===== src/rtl/decode_stage_pipe_pkg.sv =====
// rtl/decode_stage_pipe_pkg.sv - shared opcodes, ALU codes, FSM state and control bundle
// Decode helpers are plain functions so the top stays a thin register/FSM shell.
package decode_pkg;

   localparam logic [4:0] OPC_LDM = 5'b00001;
   localparam logic [4:0] OPC_STD = 5'b00010;
   localparam logic [4:0] OPC_ADD = 5'b00011;
   localparam logic [4:0] OPC_NOT = 5'b00100;
   localparam logic [4:0] OPC_NOP = 5'b00101;

   localparam logic [2:0] ALU_ADD   = 3'b000;
   localparam logic [2:0] ALU_NOT   = 3'b001;
   localparam logic [2:0] ALU_PASSB = 3'b010;
   localparam logic [2:0] ALU_STD   = 3'b011;
   localparam logic [2:0] ALU_NOP   = 3'b100;

   typedef enum logic {S_DEC, S_IMM} state_t;

   typedef struct packed {
      logic       reg_write;
      logic       mem_write;
      logic       mem_read;
      logic       alu_src;
      logic       mem_to_reg;
      logic [2:0] alu_ctrl;
   } ctrl_t;

   // Undefined opcodes fall through to NOP controls; legality is reported separately.
   function automatic ctrl_t decode_ctrl(input logic [4:0] opc);
      ctrl_t c;
      c          = '0;
      c.alu_ctrl = ALU_NOP;
      case (opc)
         OPC_LDM: begin
            c.reg_write = 1'b1;
            c.alu_src   = 1'b1;
            c.alu_ctrl  = ALU_PASSB;
         end
         OPC_STD: begin
            c.mem_write = 1'b1;
            c.alu_ctrl  = ALU_STD;
         end
         OPC_ADD: begin
            c.reg_write = 1'b1;
            c.alu_ctrl  = ALU_ADD;
         end
         OPC_NOT: begin
            c.reg_write = 1'b1;
            c.alu_ctrl  = ALU_NOT;
         end
         default: ;
      endcase
      return c;
   endfunction

   function automatic logic opc_illegal(input logic [4:0] opc);
      return !(opc inside {OPC_LDM, OPC_STD, OPC_ADD, OPC_NOT, OPC_NOP});
   endfunction

endpackage


===== src/rtl/decode_stage_pipe_if.sv =====
// rtl/decode_stage_pipe_if.sv - fetch, write-back and ID/EX signal bundle
// master is the fetch/execute/write-back environment, slave is the decode stage.
interface decode_stage_pipe_if #(
   parameter int DATA_W = 16,
   parameter int ADDR_W = 3
);

   logic              in_valid;
   logic              in_ready;
   logic [DATA_W-1:0] in_instr;

   logic              wb_en;
   logic [ADDR_W-1:0] wb_addr;
   logic [DATA_W-1:0] wb_data;

   logic              out_valid;
   logic              out_ready;
   logic              out_reg_write;
   logic              out_mem_write;
   logic              out_mem_read;
   logic              out_alu_src;
   logic              out_mem_to_reg;
   logic [2:0]        out_alu_ctrl;
   logic [DATA_W-1:0] out_rdata1;
   logic [DATA_W-1:0] out_rdata2;
   logic [DATA_W-1:0] out_imm;
   logic [ADDR_W-1:0] out_rdst;
   logic              out_illegal;

   modport master (
      output in_valid, in_instr, wb_en, wb_addr, wb_data, out_ready,
      input  in_ready, out_valid, out_reg_write, out_mem_write, out_mem_read,
             out_alu_src, out_mem_to_reg, out_alu_ctrl, out_rdata1, out_rdata2,
             out_imm, out_rdst, out_illegal
   );

   modport slave (
      input  in_valid, in_instr, wb_en, wb_addr, wb_data, out_ready,
      output in_ready, out_valid, out_reg_write, out_mem_write, out_mem_read,
             out_alu_src, out_mem_to_reg, out_alu_ctrl, out_rdata1, out_rdata2,
             out_imm, out_rdst, out_illegal
   );

endinterface


===== src/rtl/decode_stage_pipe_regfile_bypass.sv =====
// rtl/decode_stage_pipe_regfile_bypass.sv - register file with two async reads and same-cycle write bypass
// Reset clears the array and suppresses any concurrent write-back.
module regfile_bypass #(
   parameter int DATA_W    = 16,
   parameter int REG_COUNT = 8,
   parameter int ADDR_W    = $clog2(REG_COUNT)
) (
   input  logic              i_clk,
   input  logic              i_reset,
   input  logic              i_wb_en,
   input  logic [ADDR_W-1:0] i_wb_addr,
   input  logic [DATA_W-1:0] i_wb_data,
   input  logic [ADDR_W-1:0] i_raddr1,
   input  logic [ADDR_W-1:0] i_raddr2,
   output logic [DATA_W-1:0] o_rdata1,
   output logic [DATA_W-1:0] o_rdata2
);

   logic [DATA_W-1:0] r_mem [REG_COUNT];
   logic              w_hit1;
   logic              w_hit2;

   always_ff @(posedge i_clk) begin
      if (i_reset) begin
         for (int i = 0; i < REG_COUNT; i++) begin
            r_mem[i] <= '0;
         end
      end else if (i_wb_en) begin
         r_mem[i_wb_addr] <= i_wb_data;
      end
   end

   // A reader in the same cycle as the write sees the value being written.
   assign w_hit1   = i_wb_en && (i_wb_addr == i_raddr1);
   assign w_hit2   = i_wb_en && (i_wb_addr == i_raddr2);
   assign o_rdata1 = w_hit1 ? i_wb_data : r_mem[i_raddr1];
   assign o_rdata2 = w_hit2 ? i_wb_data : r_mem[i_raddr2];

endmodule


===== src/rtl/decode_stage_pipe.sv =====
// rtl/decode_stage_pipe.sv - instruction decode stage with LDM assembly and ID/EX register
// Priority inside the state update is reset, then flush, then word acceptance.
module decode_stage_pipe
   import decode_pkg::*;
#(
   parameter int DATA_W    = 16,
   parameter int REG_COUNT = 8,
   parameter int ADDR_W    = $clog2(REG_COUNT),
   parameter int OPC_W     = 5
) (
   input logic                clk,
   input logic                reset,
   input logic                flush,
   decode_stage_pipe_if.slave bus
);

   logic              w_in_ready;
   logic              w_accept;
   logic [OPC_W-1:0]  w_opcode;
   logic [ADDR_W-1:0] w_rdst;
   logic [ADDR_W-1:0] w_rsrc1;
   logic [ADDR_W-1:0] w_rsrc2;
   logic [DATA_W-1:0] w_rdata1;
   logic [DATA_W-1:0] w_rdata2;
   ctrl_t             w_ctrl;
   logic              w_illegal;

   state_t            r_state;
   logic [ADDR_W-1:0] r_ldm_rdst;
   logic              r_out_valid;
   ctrl_t             r_ctrl;
   logic [DATA_W-1:0] r_rdata1;
   logic [DATA_W-1:0] r_rdata2;
   logic [DATA_W-1:0] r_imm;
   logic [ADDR_W-1:0] r_rdst;
   logic              r_illegal;

   assign w_opcode = bus.in_instr[DATA_W-1 -: OPC_W];
   assign w_rdst   = bus.in_instr[DATA_W-OPC_W-1 -: ADDR_W];
   assign w_rsrc1  = bus.in_instr[DATA_W-OPC_W-ADDR_W-1 -: ADDR_W];
   assign w_rsrc2  = bus.in_instr[DATA_W-OPC_W-2*ADDR_W-1 -: ADDR_W];

   assign w_ctrl    = decode_ctrl(w_opcode);
   assign w_illegal = opc_illegal(w_opcode);

   assign w_in_ready = !r_out_valid || bus.out_ready;
   assign w_accept   = bus.in_valid && w_in_ready;

   regfile_bypass #(
      .DATA_W   (DATA_W),
      .REG_COUNT(REG_COUNT),
      .ADDR_W   (ADDR_W)
   ) u_regfile (
      .i_clk    (clk),
      .i_reset  (reset),
      .i_wb_en  (bus.wb_en),
      .i_wb_addr(bus.wb_addr),
      .i_wb_data(bus.wb_data),
      .i_raddr1 (w_rsrc1),
      .i_raddr2 (w_rsrc2),
      .o_rdata1 (w_rdata1),
      .o_rdata2 (w_rdata2)
   );

   always_ff @(posedge clk) begin
      if (reset) begin
         r_state     <= S_DEC;
         r_ldm_rdst  <= '0;
         r_out_valid <= 1'b0;
         r_ctrl      <= '0;
         r_rdata1    <= '0;
         r_rdata2    <= '0;
         r_imm       <= '0;
         r_rdst      <= '0;
         r_illegal   <= 1'b0;
      end else if (flush) begin
         r_state     <= S_DEC;
         r_out_valid <= 1'b0;
      end else if (w_accept) begin
         case (r_state)
            S_DEC: begin
               if (w_opcode == OPC_LDM) begin
                  // Hold the destination until the immediate word arrives.
                  r_ldm_rdst  <= w_rdst;
                  r_state     <= S_IMM;
                  r_out_valid <= 1'b0;
               end else begin
                  r_out_valid <= 1'b1;
                  r_ctrl      <= w_ctrl;
                  r_rdata1    <= w_rdata1;
                  r_rdata2    <= w_rdata2;
                  r_imm       <= '0;
                  r_rdst      <= w_rdst;
                  r_illegal   <= w_illegal;
               end
            end
            S_IMM: begin
               r_out_valid <= 1'b1;
               r_ctrl      <= decode_ctrl(OPC_LDM);
               r_rdata1    <= '0;
               r_rdata2    <= '0;
               r_imm       <= bus.in_instr;
               r_rdst      <= r_ldm_rdst;
               r_illegal   <= 1'b0;
               r_state     <= S_DEC;
            end
            default: r_state <= S_DEC;
         endcase
      end else if (bus.out_ready) begin
         r_out_valid <= 1'b0;
      end
   end

   assign bus.in_ready       = w_in_ready;
   assign bus.out_valid      = r_out_valid;
   assign bus.out_reg_write  = r_ctrl.reg_write;
   assign bus.out_mem_write  = r_ctrl.mem_write;
   assign bus.out_mem_read   = r_ctrl.mem_read;
   assign bus.out_alu_src    = r_ctrl.alu_src;
   assign bus.out_mem_to_reg = r_ctrl.mem_to_reg;
   assign bus.out_alu_ctrl   = r_ctrl.alu_ctrl;
   assign bus.out_rdata1     = r_rdata1;
   assign bus.out_rdata2     = r_rdata2;
   assign bus.out_imm        = r_imm;
   assign bus.out_rdst       = r_rdst;
   assign bus.out_illegal    = r_illegal;

endmodule

===== src/flat_wrapper.sv =====
// flat-port wrapper written by rule: the top's interface ports become plain ports
module decode_stage_pipe_flat import decode_pkg::*;
#(
   parameter int DATA_W    = 16,
   parameter int REG_COUNT = 8,
   parameter int ADDR_W    = $clog2(REG_COUNT),
   parameter int OPC_W     = 5
)
  (clk, reset, flush, bus_in_valid, bus_in_instr, bus_wb_en, bus_wb_addr, bus_wb_data, bus_out_ready, bus_in_ready, bus_out_valid, bus_out_reg_write, bus_out_mem_write, bus_out_mem_read, bus_out_alu_src, bus_out_mem_to_reg, bus_out_alu_ctrl, bus_out_rdata1, bus_out_rdata2, bus_out_imm, bus_out_rdst, bus_out_illegal);
  decode_stage_pipe_if #(.DATA_W(DATA_W), .ADDR_W(ADDR_W)) bus_i ();
  input logic clk;
  input logic reset;
  input logic flush;
  input wire logic [$bits(bus_i.in_valid)-1:0] bus_in_valid;
  input wire logic [$bits(bus_i.in_instr)-1:0] bus_in_instr;
  input wire logic [$bits(bus_i.wb_en)-1:0] bus_wb_en;
  input wire logic [$bits(bus_i.wb_addr)-1:0] bus_wb_addr;
  input wire logic [$bits(bus_i.wb_data)-1:0] bus_wb_data;
  input wire logic [$bits(bus_i.out_ready)-1:0] bus_out_ready;
  output wire logic [$bits(bus_i.in_ready)-1:0] bus_in_ready;
  output wire logic [$bits(bus_i.out_valid)-1:0] bus_out_valid;
  output wire logic [$bits(bus_i.out_reg_write)-1:0] bus_out_reg_write;
  output wire logic [$bits(bus_i.out_mem_write)-1:0] bus_out_mem_write;
  output wire logic [$bits(bus_i.out_mem_read)-1:0] bus_out_mem_read;
  output wire logic [$bits(bus_i.out_alu_src)-1:0] bus_out_alu_src;
  output wire logic [$bits(bus_i.out_mem_to_reg)-1:0] bus_out_mem_to_reg;
  output wire logic [$bits(bus_i.out_alu_ctrl)-1:0] bus_out_alu_ctrl;
  output wire logic [$bits(bus_i.out_rdata1)-1:0] bus_out_rdata1;
  output wire logic [$bits(bus_i.out_rdata2)-1:0] bus_out_rdata2;
  output wire logic [$bits(bus_i.out_imm)-1:0] bus_out_imm;
  output wire logic [$bits(bus_i.out_rdst)-1:0] bus_out_rdst;
  output wire logic [$bits(bus_i.out_illegal)-1:0] bus_out_illegal;
  assign bus_i.in_valid = bus_in_valid;
  assign bus_i.in_instr = bus_in_instr;
  assign bus_i.wb_en = bus_wb_en;
  assign bus_i.wb_addr = bus_wb_addr;
  assign bus_i.wb_data = bus_wb_data;
  assign bus_i.out_ready = bus_out_ready;
  assign bus_in_ready = bus_i.in_ready;
  assign bus_out_valid = bus_i.out_valid;
  assign bus_out_reg_write = bus_i.out_reg_write;
  assign bus_out_mem_write = bus_i.out_mem_write;
  assign bus_out_mem_read = bus_i.out_mem_read;
  assign bus_out_alu_src = bus_i.out_alu_src;
  assign bus_out_mem_to_reg = bus_i.out_mem_to_reg;
  assign bus_out_alu_ctrl = bus_i.out_alu_ctrl;
  assign bus_out_rdata1 = bus_i.out_rdata1;
  assign bus_out_rdata2 = bus_i.out_rdata2;
  assign bus_out_imm = bus_i.out_imm;
  assign bus_out_rdst = bus_i.out_rdst;
  assign bus_out_illegal = bus_i.out_illegal;
  decode_stage_pipe #(.DATA_W(DATA_W), .REG_COUNT(REG_COUNT), .ADDR_W(ADDR_W), .OPC_W(OPC_W)) u_core (.clk(clk), .reset(reset), .flush(flush), .bus(bus_i));
endmodule

===== config.mk =====
export PLATFORM = sky130hd
export DESIGN_NAME = decode_stage_pipe_flat
export DESIGN_NICKNAME = d
export VERILOG_FILES = /design/src/rtl/decode_stage_pipe_pkg.sv /design/src/rtl/decode_stage_pipe_if.sv /design/src/rtl/decode_stage_pipe_regfile_bypass.sv /design/src/rtl/decode_stage_pipe.sv /design/src/flat_wrapper.sv
export SDC_FILE = /design/constraint.sdc
export NUM_CORES = 1
export LEC_CHECK = 0
export CORE_UTILIZATION = 45
export DETAILED_ROUTE_END_ITERATION = 12
export GPL_TIMING_DRIVEN = 0
export HOLD_SLACK_MARGIN = 0.1
export PLACE_DENSITY = 0.65
export SETUP_SLACK_MARGIN = 0.02
export SLEW_MARGIN = 25
export SYNTH_ARGS = -nofsm -noshare
export SYNTH_HDL_FRONTEND = slang
export SYNTH_HIERARCHICAL = 1
export SYNTH_SLANG_ARGS = --single-unit

===== constraint.sdc =====
create_clock -name clk -period 2.4 [get_ports clk]
set_input_delay 0.24 -clock clk [delete_from_list [all_inputs] [get_ports clk]]
set_output_delay 0.24 -clock clk [all_outputs]
set_load 0.02 [all_outputs]

### Word level (Yosys, flattened, before mapping)

Memories as Yosys holds them, arrays and structs flattened.
Cells that the tools add are included.

* equality and inequality tests: 8
* bitwise operators: 2
* reductions and logical operators: 13
* multiplexer cells: 31

Operators with widths (count)
* two-way mux 16 bit: 6
* one-hot mux 16 bit (2 select lines): 3
* one-hot mux 8 bit (2 select lines): 1
* OR reduction 16 bit: 1
* two-way mux 1 bit: 13
* == test 5 x 2 -> 1 bit (second input constant): 2
* == test 5 x 3 -> 1 bit (second input constant): 2
* one-hot mux 3 bit (3 select lines): 1
* two-way mux 8 bit: 1
* == test 3 bit: 2
* two-way mux 3 bit: 2
* one-hot mux 1 bit (2 select lines): 3
* one-hot mux 3 bit (2 select lines): 1
* == test 5 x 1 -> 1 bit (second input constant): 1
* nonzero test 5 bit: 1
* AND reduction 4 bit: 1
* OR reduction 2 bit: 2
* logical AND 1 bit: 3
* AND reduction 3 bit: 1
* zero test 1 bit: 2
* != test 2 bit (second input constant): 1
* inverter 1 bit: 2
* nonzero test 2 bit: 1
* logical OR 1 bit: 1

* memories kept: 1
* register bits: 65
* output and inout bits: 62
* input bits: 41
* memory bits (writable): 128

Memories
* u_core.u_regfile.r_mem: words 8, width 16, rd ports 2, clocked after Yosys merged registers in 0, wr ports 8, RTL line decode_stage_pipe_regfile_bypass.sv:19 `logic [DATA_W-1:0] r_mem [REG_COUNT];`

### Depth between registers and ports, before layout

Gate-level depths: netlist of run 1.

* depth in word-level cells: 5
* gate-level depth with buffers: 8

### Hierarchy

The synthesis of run 1 kept the hierarchy.

Modules (own cells, without submodules)
* regfile_bypass: area an instance 7453.4 um^2, times used 1, cells an instance 445
* decode_stage_pipe: area an instance 2935.3 um^2, times used 1, cells an instance 310

### Worst setup path after synthesis of run 1

Ideal clock, no wire load.

* path type: input to register
* start point: input bus_in_instr[6]
* end point: register u_core.r_rdata1[11] (netlist: u_core/bus.out_rdata1[11])
* arrival: 1729 ps
* library setup time: 120 ps
* stages: 7
* slack: 551 ps
* data required time: 2280 ps
* cells stage by stage: clkbuf_1 > clkbuf_1 > mux4_2 > mux2_2 > mux2_4 > nand3b_1 > mux2i_1

* longest elaborated chain between the ends: 5

Ends and longest elaborated chain
* from (decl): RTL line flat_wrapper.sv:15 `input wire logic [$bits(bus_i.in_instr)-1:0] bus_in_instr;`
* branches (longest 2 deep; another with memory (8 x 16 bit))
* two-way mux 16 bit (*): RTL line decode_stage_pipe_regfile_bypass.sv:36 `assign o_rdata1 = w_hit1 ? i_wb_data : r_mem[i_raddr1];`
* net u_core.w_rdata1[11]: RTL line decode_stage_pipe.sv:23 `logic [DATA_W-1:0] w_rdata1;`
* two-way mux 16 bit (*): RTL line decode_stage_pipe.sv:82 `if (w_opcode == OPC_LDM) begin`
* one-hot mux 16 bit (2 select lines) (*): RTL line decode_stage_pipe.sv:80 `case (r_state)`
* to (signal assigned): RTL line decode_stage_pipe.sv:90 `r_rdata1 <= w_rdata1;`
* to (decl): RTL line decode_stage_pipe.sv:32 `logic [DATA_W-1:0] r_rdata1;`

Mark *: on every way through the listed nets, which the timed path passes. The select of a mux whose other input is x is not followed.
A chain may end at the register's enable or synchronous reset.

### Final worst setup path of run 1

* start point: input bus_in_instr[2]
* end point: register u_core.r_rdata2[14] (netlist: u_core/bus.out_rdata2[14])

* longest elaborated chain between the ends: 5

Ends and longest elaborated chain
* branches (longest 2 deep; another with memory (8 x 16 bit))
* two-way mux 16 bit (*): RTL line decode_stage_pipe_regfile_bypass.sv:37 `assign o_rdata2 = w_hit2 ? i_wb_data : r_mem[i_raddr2];`
* net u_core.w_rdata2[14]: RTL line decode_stage_pipe.sv:24 `logic [DATA_W-1:0] w_rdata2;`
* two-way mux 16 bit (*): RTL line decode_stage_pipe.sv:82
* one-hot mux 16 bit (2 select lines) (*): RTL line decode_stage_pipe.sv:80
* to (signal assigned): RTL line decode_stage_pipe.sv:91 `r_rdata2 <= w_rdata2;`
* to (decl): RTL line decode_stage_pipe.sv:33 `logic [DATA_W-1:0] r_rdata2;`

Marks and branches as above.

==> impl_results.md, run 1 <==
- # setup viols final: 0
- Area contributors post-synth: edfxtp_1 (37%), mux4_1 (15%), dfxtp_1 (12%)
- Post-DR vias/cell: roughly 5.5
- GRT Total Usage: about a fifth
- Clk_skew: about 16 ps
- Placer Congestion: about 0.82
- Worst-path fanout max: 10
- Num rows: 55
- Yosys warns: 6
- Critical path arrival: 2610 ps
- Num CTS Buffers: 17
- Vias in the first global route: about 6500
- Largest net degree at the start of global routing: 21
- Met3 usage: between 3 and 4%
- Area leader, netlist: edfxtp_1
- Synth top area share: around 37%
- Synth unique cells: 46
- Combinational Power Share: 14.5%
- Critical Path RT: ~2700 ps
- Crit path kind: input port to flop
- Post-synth EDFFs: 128
- Post-synthesis sequential area ratio: 49.1%
- MaxCap Viol Count: 0
- Die width: around 150 µm
- Worst-margin pin slew: about 660 ps
- Final min period: approximately 2300 ps
- First-pass GRT wire length: between 30 and 40 mm
- Sequential share of power: around 48%
- Critical path launch point type: input port
- GR peak layer: met2
- Internal power: just under 0.006 W
- Clock power share: 37.2%
- Die ar.: approximately 24000 µm²
- Hold Path Class: input port to flop
- Antenna violations before repair: 0
- M1 GR Usage: a little under a third
- Post-Synthesis Cells: between 700 and 800
- Worst Setup End Kind: flop
- Util after Layout: between 50% and 60%
- RSZ-0062 raised after global routing: false
- Avg Cell Area, Syn: roughly 14 µm²
- Compound-Gate Fraction of Synth Area: 1.43%
- H-tree Lvls: 4
- Adder-cell share of the synthesized area: 0%
- FF+latch count, synth: 191
- Detail Route Antenna Nets: 0
- Total Wirelength: roughly 24 mm
- Post-CTS Setup Inserts: 0
- Post-Syn Area: 10400 µm²
- Die Y: ~150 µm
- Diode count: 0
- Pwr per Cell Area: 635 nW/µm²
- Largest family of logic cells by synthesized area: multiplexers
- Outcome: finished, final reports clean
- Area Overhead vs Synth: 18.7%
- Hold Fails Final Rpt: 0
- Share of layout cells above drive strength 1: between 10% and 20%
- Relative slew margins: a little under three fifths
- Via Count: roughly 6400
- # nets final: just over 900
- Initial detailed-routing violation count: between 300 and 400
- Post-CTS Hold Fix Bufs: 0
- Clock root buffer: clkbuf_16
- Met2 GRT Util: between 30% and 40%
- Sw Share: about a quarter
- Drt wl/cell: 20.8 µm
- Clock slew at reported path FFs: about 80 ps
- Synth Area in XOR/XNOR: 0.590%
- Multiplexer share of the synthesized area: roughly 29%
- CTS Buffer Depth: 2
- PortBufs: 96
- Synth Area in Simple Gates: between 10% and 20%
- Leakage: roughly 4.5 nW
- CTS tree: built
- GRT Residual Overflow: 0
- 1st-pass router iterations: 6
- Setup TNS: 0 ps
- Psw: ~0.0020 W
- R2R cell count: 5
- DP HPWL: approximately 18 mm
- Slew Limit Fails: 0
- Clk Latency, worst-skew pair: ~440 ps
- Io pins: 103
- Hold Path Stages: 3
- Maximum clock rate: 438 MHz
- Async SR Flop Fraction: 0%
- Post-synth top flop: edfxtp_1
- Drc violations: 0
- Final worst-path cycle share: a little over nine tenths
- Initial core utilization: 45.9%
- Core Footprint: approximately 23000 µm²
- Max VDD drop: roughly 490 µV
- CTS sink count: approximately 190
==> worst max-delay path, cell delays in order <==
cell	delay, ps
clkdlybuf4s50_1	520
buf_6	170
buf_6	180
xnor2_1	140
nand4_1	450
buf_2	390
mux2_2	310
nand3b_1	120
mux2i_1	90
==> Yosys cell counts (all sizes together), types with 6 or more instances <==
cell	number
and2	128
buf	30
clkbuf	31
dfxtp	63
edfxtp	128
mux2	67
mux2i	56
mux4	64
nand2	68
nand3	18
nand3b	31
nor2	8
or2	8
xnor2	6
==> through the flow <==
stage	hold WS [ps]	cells	total power (W)	area, µm²	setup slack [ps]
final	178	1169	0.00783	12300	116
after global routing	177	1169	0.00812	12300	21.7
after CTS	161	1169	0.00788	12300	29.8
after detailed placement	447	1137	0.00498	11700	-470
after global placement	443	1137	0.00497	11700	-511
after floorplan	318	756	0.00456	10400	551
==> cell type report <==
type | instances | area [µm²]
clock inverter | 15 | 178
clock buffer | 17 | 425
inverter | 5 | 18.8
fill | 1865 | 10300
tap | 285 | 357
timing repair buffer | 96 | 961
multi-input combinational | 499 | 4910
sequential | 191 | 5100
buffer | 61 | 373
==> routing by layer <==
metal  vias up  wire (µm)  part of all wire, %
li1       3077          -                    -
met1      3171      11600                   48
met2       184      11500                   47
met3        15       1010                  4.1
met4         0        167                 0.69
met5         -          0                    0
==> power groups by stage <==
stage	registers (W)	clock network, W	logic, W
final	0.00378	0.00291	0.00114
after global routing	0.00380	0.00310	0.00121
after CTS	0.00378	0.00296	0.00114
after detailed placement	0.00386	0	0.00113
after global placement	0.00384	0	0.00112
after floorplan	0.00387	0	0.000684
==> worst paths after layout <==
kind                                               from                                      to  slack, ps
max reg2reg  u_core/u_regfile/r_mem[5][8]$_SDFFCE_PN0P_   u_core/bus.out_rdata2[8]$_SDFFE_PP0P_        510
min reg2reg          u_core/bus.out_imm[8]$_SDFFE_PP0P_      u_core/bus.out_imm[8]$_SDFFE_PP0P_        460
min                                    bus_in_instr[12]     u_core/bus.out_imm[12]$_SDFFE_PP0P_        180
max                                     bus_in_instr[2]  u_core/bus.out_rdata2[14]$_SDFFE_PP0P_        120
==> what timing repair did <==
item                                   CTS  global route
endpoints found under the hold margin    0             0
resized for setup                        6             5
setup endpoints to repair               20            74
==> cell families (layout without fill, tap and decap cells) <==
logic type      count (synthesis)  after routing
simple gates                  287            287
mux                           187            187
buf+inv                        66            194
flops                         191            191
other cells                     1              2
xor+xnor                        7              7
compound gates                 16             16
==> registers in the layout, indices dropped and copies added, names as in the netlist <==
name	flops
u_core/bus.out_rdata2	16
u_core/bus.out_alu_ctrl	3
u_core/u_regfile/r_mem	128
u_core/bus.out_rdata1	16
u_core/bus.out_rdst	3
u_core/bus.out_valid	1
u_core/r_ldm_rdst	3
u_core/r_state	1
u_core/bus.out_reg_write	1
u_core/bus.out_mem_write	1
u_core/bus.out_illegal	1
u_core/bus.out_imm	16
u_core/bus.out_alu_src	1
==> cells in the final DEF (no fill, tap or decap), types with 4 or more instances in the layout <==
cell type / instances
inv_1: 5
or2_2: 6
nor2_1: 7
buf_2: 9
buf_6: 15
edfxtp_1: 128
a211oi_1: 4
clkbuf_2: 7
and2_1: 128
nand2_1: 68
mux4_1: 60
clkdlybuf4s50_1: 96
mux4_2: 4
xnor2_1: 6
clkbuf_1: 24
mux2_2: 56
dfxtp_1: 63
inv_6: 5
mux2i_1: 56
nand3_1: 18
nand4_1: 4
nand3b_1: 31
mux2_4: 11
clkbuf_16: 17
nand2b_1: 5
inv_8: 4
No activity file was read; power rests on OpenSTA's default activity.
==> run 2, diff against run 1 <==
--- a/config.mk
+++ b/config.mk
@@ -5,11 +5,12 @@
 export SDC_FILE = /design/constraint.sdc
 export NUM_CORES = 1
 export LEC_CHECK = 0
-export CORE_UTILIZATION = 45
+export CAP_MARGIN = 10
+export CORE_UTILIZATION = 62
 export DETAILED_ROUTE_END_ITERATION = 12
 export GPL_TIMING_DRIVEN = 0
 export HOLD_SLACK_MARGIN = 0.1
-export PLACE_DENSITY = 0.65
+export PLACE_DENSITY = 0.86
 export SETUP_SLACK_MARGIN = 0.02
 export SLEW_MARGIN = 25
 export SYNTH_ARGS = -nofsm -noshare
==> constraint.sdc (replaced) <==
create_clock -name clk -period 2.7 [get_ports clk]
set_input_delay 0.27 -clock clk [delete_from_list [all_inputs] [get_ports clk]]
set_output_delay 0.27 -clock clk [all_outputs]
set_load 0.02 [all_outputs]
==> run 2 against run 1 <==
- clock power is 15% lower
- register-to-register slack better by 320 ps
- global-route usage up 7.8 points
- combinational power shrank 11%
==> impl_results.md, run 2 (same netlist as run 1, synthesis figures left out) <==
- Worst-margin pin slew: about 770 ps
- Pwr per Cell Area: 562 nW/µm²
- Total Wirelength: 24.6 mm
- DP Cell Count: around 1100
- Die width: 131 µm
- Hold endpoint: u_core/bus.out_imm[12]$_SDFFE_PP0P_
- Outcome: finished, final reports clean
- Met3 WL: slightly below 2 mm
- Psw: between 0.0015 and 0.002 W
- Num rows: 46
- Clk Latency, worst-skew pair: roughly 450 ps
- Slew Limit Fails: 0
- Internal power: 0.00505 W
- Relative slew margins: between 40 and 50%
- Fin cells: between 1000 and 1500
- CTS sink count: around 190
- Post-CTS Setup Inserts: 0
- Antenna violations before repair: 0
- Crit path kind: input port to flop
- Sw Share: 26.4%
- Crit path max-delay family: buffers and inverters
- Core Footprint: 16100 µm²
- Most used cell along the critical path: clkbuf_1
- Top sig layer: met4
- CTS tree: built
- Crit path buf inv count: 3
- Crit-path max cell delay: between 500 and 600 ps
- Util after Layout: 75.7%
- Worst setup margin: roughly 200 ps
- Final worst-path cycle share: about 90%
- Initial detailed-routing violation count: between 600 and 700
- GRT Total Usage: roughly 29%
- Post-DR vias/cell: about 6.3
- Share of layout cells above drive strength 1: between 15 and 20%
- Maximum clock rate: around 400 MHz
- R2R setup slack: between 800 and 900 ps
- Critical Path RT: between 3000 and 4000 ps
- GRT Residual Overflow: 0
- Max VDD drop: 498 µV
- Hold Fails Final Rpt: 0
- Setup TNS: 0 ps
- RSZ-0062 raised after global routing: false
- Crit-path slowest cell: clkbuf_1
- Clock root buffer: clkbuf_16
- # setup viols final: 0
- Die Y: around 130 µm
- 1st-pass router iterations: 5
- Sequential share of power: about 49%
- Total Power: 0.00685 W
- Largest net degree at the start of global routing: 21
- H-tree Lvls: 4
- Most frequent cells in the layout: and2_1 (128), edfxtp_1 (128), clkdlybuf4s50_1 (96), nand2_1 (68), dfxtp_1 (63)
- MaxCap Viol Count: 0
- Reg2reg start: u_core/u_regfile/r_mem[0][14]$_SDFFCE_PN0P_
- Worst-path fanout max: 10
- First-pass GRT wire length: 38.2 mm
- Post-CTS Hold Fix Bufs: 0
- Critical path launch point type: input port
- Critical path arrival: approximately 2800 ps
- Drt wl/cell: between 20 and 25 µm
- Leakage: ~4.5 nW
- PortBufs: 96
- Final min period: 2500 ps
- Initial core utilization: 64.5%
- # nets final: 912
- Die ar.: ~17000 µm²
- Clk_skew: roughly 14 ps
- DP HPWL: approximately 18 mm
- Worst Setup End Kind: flop
- Crit path cell chain: clkdlybuf4s50_1, clkbuf_1, clkbuf_1, mux4_1, mux2_2, mux2_4, nand3b_1, mux2i_1
- Cts repair resizes: 0
- Hold Path Class: input port to flop
- Clock power share: between 30% and 40%
- HP Start: bus_in_instr[12]
- Met1 Wirelength: between 9 and 10 mm
- Biggest register: u_core/u_regfile/r_mem
- Drc violations: 0
- Dpl ws: -237 ps
- Area Overhead vs Synth: 17.5%
- Worst r2r dst: u_core/bus.out_rdata2[14]$_SDFFE_PP0P_
- CTS Buffer Depth: 2
- Io pins: approximately 100
- Vias in the first global route: 6970
- Routed length on met2: around 12 mm
- Fill count: about 940
- Diode count: 0
- Detail Route Antenna Nets: 0
- Combinational Power Share: ~15%
- Hold Path Stages: 3
- Placer Congestion: roughly 0.85
- Num CTS Buffers: 17
- Number of flip-flops under the largest register name: around 130
- R2R cell count: 5
- Clock slew at reported path FFs: roughly 70 ps
- Via Count: slightly below 7000
[run 2: cell count changes in the layout (fill, tap and decap cells not counted), sizes merged]
| cell | delta |
|---|---|
| inv | +2 |
| bufinv | -1 |
| clkinv | -1 |
[run 2: layout make-up]
class | instances | area (µm²) | share of cell area (%)
buffer | 61 | 364 | 2.98
clock buffer | 17 | 425 | 3.49
clock inverter | 15 | 154 | 1.26
inverter | 5 | 18.8 | 0.154
multi-input combinational | 499 | 4900 | 40.2
sequential | 191 | 5100 | 41.8
tap | 216 | 270 | 2.21
timing repair buffer | 96 | 961 | 7.87
[run 2: worst reg2reg max path, stage by stage, from the launching register on]
cell,delay [ps]
edfxtp_1,420
mux4_1,560
mux2_2,290
mux2_2,280
nand3b_1,110
mux2i_1,90
[run 2: power by group through the flow]
stage               sequential (W)  clock (W)  combinational, W
finish                     0.00338    0.00247           0.00101
floorplan                  0.00344          0          0.000608
CTS                        0.00337    0.00249           0.00100
global route               0.00339    0.00259           0.00107
detailed placement         0.00343          0          0.000991
global placement           0.00341          0          0.000964
[run 2: metrics by stage]
stage | instance area (µm²) | hold WS (ps)
detailed placement | 11600 | 449
floorplan | 10400 | 348
global placement | 11600 | 442
global route | 12200 | 220
finish | 12200 | 214
CTS | 12200 | 196
[run 2: how the worst max path moves through the flow]
stage | startpoint | endpoint | slack (ps) | cells past startpoint
after global routing | bus_in_instr[3] | u_core/bus.out_rdata2[7]$_SDFFE_PP0P_ | 100 | 8
after detailed placement | bus_in_instr[3] | u_core/bus.out_rdata2[6]$_SDFFE_PP0P_ | -240 | 8
after floorplan | bus_in_instr[6] | u_core/bus.out_rdata1[11]$_SDFFE_PP0P_ | 820 | 7
after global placement | bus_in_instr[3] | u_core/bus.out_rdata2[14]$_SDFFE_PP0P_ | -200 | 8
final | bus_in_instr[6] | u_core/bus.out_rdata1[13]$_SDFFE_PP0P_ | 200 | 8
after CTS | bus_in_instr[3] | u_core/bus.out_rdata2[6]$_SDFFE_PP0P_ | 210 | 8
[run 2: routing by layer]
layer | up-vias | track usage (%)
met3 | 68 | 5.09
met2 | 407 | 50.0
met1 | 3390 | 36.9
met5 | - | 0
met4 | 0 | 11.4
li1 | 3085 | -
